### src/rtl/cgate_pkg.sv
// Shared mode encoding and helpers for the cgate_pipe complex-gate array.
package cgate_pkg;

    localparam int unsigned MODE_W = 2;

    localparam logic [MODE_W-1:0] MODE_OAI21 = 2'd0;
    localparam logic [MODE_W-1:0] MODE_AOI21 = 2'd1;
    localparam logic [MODE_W-1:0] MODE_OAI22 = 2'd2;
    localparam logic [MODE_W-1:0] MODE_AOI22 = 2'd3;

    // AOI modes are the odd encodings
    function automatic logic is_aoi(input logic [MODE_W-1:0] m);
        return (m == MODE_AOI21) || (m == MODE_AOI22);
    endfunction

    function automatic logic is_22(input logic [MODE_W-1:0] m);
        return (m == MODE_OAI22) || (m == MODE_AOI22);
    endfunction

endpackage

### src/rtl/cgate_pipe_stage.sv
// Generic valid/ready register slice: loads when empty or draining this cycle.
module cgate_pipe_stage #(
    parameter int unsigned DW = 8
) (
    input  logic          clk,
    input  logic          rst_n,
    input  logic          in_valid,
    output logic          in_ready_c,
    input  logic [DW-1:0] in_data,
    output logic          out_valid,
    input  logic          out_ready,
    output logic [DW-1:0] out_data
);

    assign in_ready_c = !out_valid || out_ready;

    // Data only moves on a real load so the held word stays stable under stall
    always_ff @(posedge clk or negedge rst_n) begin
        if (!rst_n) begin
            out_valid <= 1'b0;
            out_data  <= '0;
        end else if (in_ready_c) begin
            out_valid <= in_valid;
            if (in_valid) begin
                out_data <= in_data;
            end
        end
    end

endmodule

### src/rtl/cgate_pipe.sv
// Two-stage pipelined array of per-lane OAI21/AOI21/OAI22/AOI22 gates.
module cgate_pipe
    import cgate_pkg::*;
#(
    parameter int unsigned W     = 8,
    parameter int unsigned CNT_W = 16
) (
    input  logic             clk,
    input  logic             rst_n,
    input  logic             in_valid,
    output logic             in_ready,
    input  logic [1:0]       mode,
    input  logic [W-1:0]     a,
    input  logic [W-1:0]     b,
    input  logic [W-1:0]     c,
    input  logic [W-1:0]     d,
    output logic             out_valid,
    input  logic             out_ready,
    output logic [W-1:0]     y,
    output logic [1:0]       y_mode,
    output logic [CNT_W-1:0] beat_cnt
);

    localparam int unsigned S1_W = 2 * W + MODE_W;
    localparam int unsigned S2_W = W + MODE_W;

    logic [W-1:0]      t1_c;
    logic [W-1:0]      t2_c;
    logic              s1_valid;
    logic              s2_ready_c;
    logic [S1_W-1:0]   s1_data;
    logic [MODE_W-1:0] s1_mode;
    logic [W-1:0]      s1_t1;
    logic [W-1:0]      s1_t2;
    logic [W-1:0]      y_c;
    logic [S2_W-1:0]   s2_data;
    logic              accept_c;

    // First-level terms: AND pair for AOI, OR pair for OAI; d joins only in 22 modes
    always_comb begin
        t1_c = a | b;
        t2_c = c;
        if (is_aoi(mode)) begin
            t1_c = a & b;
            if (is_22(mode)) begin
                t2_c = c & d;
            end
        end else if (is_22(mode)) begin
            t2_c = c | d;
        end
    end

    cgate_pipe_stage #(.DW(S1_W)) u_stage1 (
        .clk        (clk),
        .rst_n      (rst_n),
        .in_valid   (in_valid),
        .in_ready_c (in_ready),
        .in_data    ({mode, t1_c, t2_c}),
        .out_valid  (s1_valid),
        .out_ready  (s2_ready_c),
        .out_data   (s1_data)
    );

    assign s1_mode = s1_data[S1_W-1 -: MODE_W];
    assign s1_t1   = s1_data[2*W-1 -: W];
    assign s1_t2   = s1_data[W-1:0];

    // Final inverting combine of the two registered terms
    always_comb begin
        y_c = ~(s1_t1 & s1_t2);
        if (is_aoi(s1_mode)) begin
            y_c = ~(s1_t1 | s1_t2);
        end
    end

    cgate_pipe_stage #(.DW(S2_W)) u_stage2 (
        .clk        (clk),
        .rst_n      (rst_n),
        .in_valid   (s1_valid),
        .in_ready_c (s2_ready_c),
        .in_data    ({s1_mode, y_c}),
        .out_valid  (out_valid),
        .out_ready  (out_ready),
        .out_data   (s2_data)
    );

    assign y      = s2_data[W-1:0];
    assign y_mode = s2_data[S2_W-1 -: MODE_W];

    assign accept_c = in_valid && in_ready;

    always_ff @(posedge clk or negedge rst_n) begin
        if (!rst_n) begin
            beat_cnt <= '0;
        end else if (accept_c) begin
            beat_cnt <= beat_cnt + CNT_W'(1);
        end
    end

endmodule

### config.mk
export PLATFORM = sky130hd
export DESIGN_NAME = cgate_pipe
export DESIGN_NICKNAME = d
export VERILOG_FILES = /design/src/rtl/cgate_pkg.sv /design/src/rtl/cgate_pipe_stage.sv /design/src/rtl/cgate_pipe.sv
export SDC_FILE = /design/constraint.sdc
export NUM_CORES = 1
export LEC_CHECK = 0
export ABC_AREA = 1
export BUFFER_PORTS_ARGS = -buffer_cell sky130_fd_sc_hd__buf_4
export CAP_MARGIN = 30
export CORE_UTILIZATION = 52
export DETAILED_ROUTE_END_ITERATION = 8
export PLACE_DENSITY = 0.78
export SYNTH_ARGS = -nofsm -noshare
export SYNTH_HDL_FRONTEND = slang
export SYNTH_SLANG_ARGS = --single-unit
### constraint.sdc
create_clock -name clk -period 1.59 [get_ports clk]
set_input_delay 0.318 -clock clk [delete_from_list [all_inputs] [get_ports clk]]
set_output_delay 0.318 -clock clk [all_outputs]
set_load 0.02 [all_outputs]
==> results.txt <==
* Run status: complete, no violations
* Count of unresolved DRC violations after routing: 0
- Data required time at the worst endpoint: 1.77 ns
- Power spread over the standard cell area amounts to 1266 nW/um^2.
- After global routing the overflow that remains totals 0.
- The number of slew-limit violations in the final report was 0.
- The H-tree was split into 2 levels.
- Violation count after the first detailed-routing iteration: 155
- Cell-by-cell listing of the critical path: ha_1 > inv_1 > nor2_4 > nand3_2 > nor2_4 > nand2_1 > nand2_1 > nand2_1
* Arr. time, crit path: 1.50 ns
* Number of setup violations in the final report: 0
* Highest attainable clock frequency: 0.7570 GHz
* Number of nets still failing antenna checks after routing: 0
- Setup repair after global routing missed its margin: no
* Largest cells by area after synthesis: sky130_fd_sc_hd__dfrtp_1, sky130_fd_sc_hd__nand2_1, sky130_fd_sc_hd__inv_1, sky130_fd_sc_hd__a21oi_1, sky130_fd_sc_hd__o21ai_0
* Number of global-route vias before repair: 1850
- Part of the cycle the worst path needs: 0.8308
- N_diodes: 0
- Of the post-synthesis cell area, the dominant cell type holds 0.4925.
* Headroom to the max-slew limit: 0.6290
- Counting every instance in the synthesized netlist gives 263.
- Crit path kind: reg -> reg
- The largest single stage delay on the critical path is 0.41 ns.
- Worst path top cell family by delay: simple AND/OR/NAND/NOR gates
- Library cell occupying the most area in the post-synthesis netlist: sky130_fd_sc_hd__dfrtp_1
- In this run the worst path has a maximum fanout of 7.
* Setup bufs post-CTS: 0
* Worst Setup Start Kind: flip-flop
- Sequential element share of the synthesized area: 0.4925
- Layout net count: 372
- Clock tree from TritonCTS: done
* Average size of a mapped cell: 8.887 sq um
- Synthesized cell area: 2337 sq um
* Area taken by flip-flops and latches: 1151 sq um
* Buffers on Ports: 65
- 66 I/O pins were placed.
- Path depth of the worst reg2reg path: 8
- In this run the static leakage power is 1.453 nW.
- The tightest min-delay check is of the in -> async type.
* Final hold vios: 0
- The initial utilization of the core area, before any placement, comes to 0.5405.
- Clock period minus final worst setup slack: 1.321 ns
- Dividing the detail-routed wire length by the instance count gives 13.16 um.
- Entering global routing, the biggest net connects 47 pins.
- Antenna violations before repair: 0
* Yosys synthesis warning count: 0
* Placer's final routability congestion estimate: 0.9048
- For this run, the detailed router's first-pass iteration total came to 4.
* Count of distinct cell types in the synthesized netlist: 27
- Worst Tran Pin Value: 0.5565 ns
- Clock tree skew after final layout: 0.009971 ns
- Leaving out fill and tap cells, the most frequent cell in the layout is sky130_fd_sc_hd__buf_4.
- Once the clock tree was built, the resizer swapped 0 gates to a different size.
- The total area inside the core boundary comes to 4324 sq um.
- From left edge to right edge, the die measures 69.04 um.
* Number of sinks on the clock net: 46
- On the final layout, the worst hold slack is 0.006923 ns.
* Fillcell total: 349
- In the final layout, the multi-input gates occupy 1013 sq um.
* Critical-path cell with the highest stage delay: sky130_fd_sc_hd__dfrtp_1
- Latest clock arrival within the worst-skew pair: 0.29 ns
- For this run, the total global-route usage over all layers was measured as 0.2203.
- Die area: 4767 sq um
* Global-route wire length before repair: 8.459 mm
- The floorplan has 24 rows.
- Across the run, the number of max-cap violations was 0.
- Commonest non-fill, non-tap cells in the layout: sky130_fd_sc_hd__buf_4, sky130_fd_sc_hd__nand2_1, sky130_fd_sc_hd__dfrtp_1, sky130_fd_sc_hd__inv_1, sky130_fd_sc_hd__a21oi_1
* Number of clock buffers inserted by TritonCTS: 5
- Die Ht: 69.04 um
- Register bit total from synthesis: 46
- STA classifies the critical path endpoint as a flip-flop.
- The critical path crosses 8 cells after its start point.
- Total power for the finished layout comes to 3.737 mW.
- The tree is rooted in a sky130_fd_sc_hd__clkbuf_8.
* Clock transition at the register clock pins on the worst setup and hold paths after CTS: 0.08 ns
* Via count of the routed design: 1976
- Half-perimeter wire length of the detailed placement result: 3.753 mm
* Most numerous cell on the critical path: sky130_fd_sc_hd__nand2_1
- Syn nets: 302
- Peak VDD IR: 850.1 uV
* Hold-fix buffers, CTS: 0
- Number of buffers on the longest clock path: 2
* Flop2flop setup slack: 0.27 ns
- Dividing the detail-routed via count by the number of cells gives 5.132.
- Together, buffers and inverters on the worst path number 1.
* Setup total negative slack: 0 ns
- The final layout contains routed wiring with a total length of 5.065 mm.
- Of the cells placed in the final design, the portion with a size suffix greater than 1 is 0.2883.
* Area added between synthesis and finish: 26.34%
[routing by layer]
layer	track usage	wire (um)
met5	0	0
met4	0.05442	50
met3	0.02778	189
met1	0.3255	2453
met2	0.3463	2372
[cell usage after synthesis]
library cell	count
sky130_fd_sc_hd__xnor2_1	2
sky130_fd_sc_hd__a21oi_1	20
sky130_fd_sc_hd__inv_1	28
sky130_fd_sc_hd__maj3_1	8
sky130_fd_sc_hd__dfrtp_1	46
sky130_fd_sc_hd__ha_1	1
sky130_fd_sc_hd__nand2_1	60
sky130_fd_sc_hd__xor2_1	4
sky130_fd_sc_hd__nand2_4	2
sky130_fd_sc_hd__a22oi_1	4
sky130_fd_sc_hd__nor2_1	19
sky130_fd_sc_hd__nand3b_1	6
sky130_fd_sc_hd__nor2_8	1
sky130_fd_sc_hd__nor2_4	3
sky130_fd_sc_hd__buf_2	2
sky130_fd_sc_hd__nand3_2	1
sky130_fd_sc_hd__buf_12	1
sky130_fd_sc_hd__nand3_4	1
sky130_fd_sc_hd__a22oi_2	4
sky130_fd_sc_hd__a21oi_2	4
sky130_fd_sc_hd__buf_6	2
sky130_fd_sc_hd__o21ai_1	9
sky130_fd_sc_hd__nand4_1	4
sky130_fd_sc_hd__inv_2	4
sky130_fd_sc_hd__nand3_1	7
sky130_fd_sc_hd__nand2_2	2
sky130_fd_sc_hd__o21ai_0	18
[per-stage QoR]
step	instance area [sq um]	instances	utilization	setup WS [ns]
2_1_floorplan	2337	263	-	0.1391
3_3_place_gp	2873	378	0.6644	0.3261
3_5_place_dp	2873	378	0.6644	0.2708
4_1_cts	2953	385	0.6829	0.2708
5_1_grt	2953	385	0.6829	0.1295
6_report	2953	385	0.6829	0.2690
[path summary, 6_finish.rpt]
path,start,endpoint
max reg2reg,beat_cnt[1],beat_cnt[8]
max,beat_cnt[1],beat_cnt[8]
min reg2reg,u_stage1.out_data[17],u_stage2.out_data[9]
max in group asynchronous,rst_n,beat_cnt[13]
min in group clk,in_valid,u_stage1.out_valid
min,rst_n,beat_cnt[11]
[cell type report]
type / count / area share
clock buffers: 6 / 0.02458
multi-input cells: 180 / 0.3432
flip-flops and latches: 46 / 0.3898
clock inverters: 1 / 0.002542
well taps: 52 / 0.02203
repair buffers: 68 / 0.1771
inverters: 32 / 0.04068
[power by group]
part / switching [mW] / total (mW) / leakage (nW) / internal, mW
combinational: 0.804 / 1.38 / 0.865 / 0.579
sequential: 0.231 / 1.67 / 0.551 / 1.44
clock: 0.380 / 0.682 / 0.0373 / 0.302
[kinds of logic (layout without fill, tap and decap cells)]
family,count (synthesis),count (layout),synth area share
xor+xnor,6,6,0.02248
simple gates,106,106,0.2216
buf+inv,37,107,0.07387
compound gates,59,59,0.1499
fa+ha+maj,9,9,0.03962
flops,46,46,0.4925
[flip-flops by register name, indices dropped and copies added (netlist names)]
signal / count
u_stage1.out_data: 18
u_stage2.out_data: 10
u_stage2.out_valid: 1
beat_cnt: 16
u_stage1.out_valid: 1
Power figures use the tool's default switching activity.
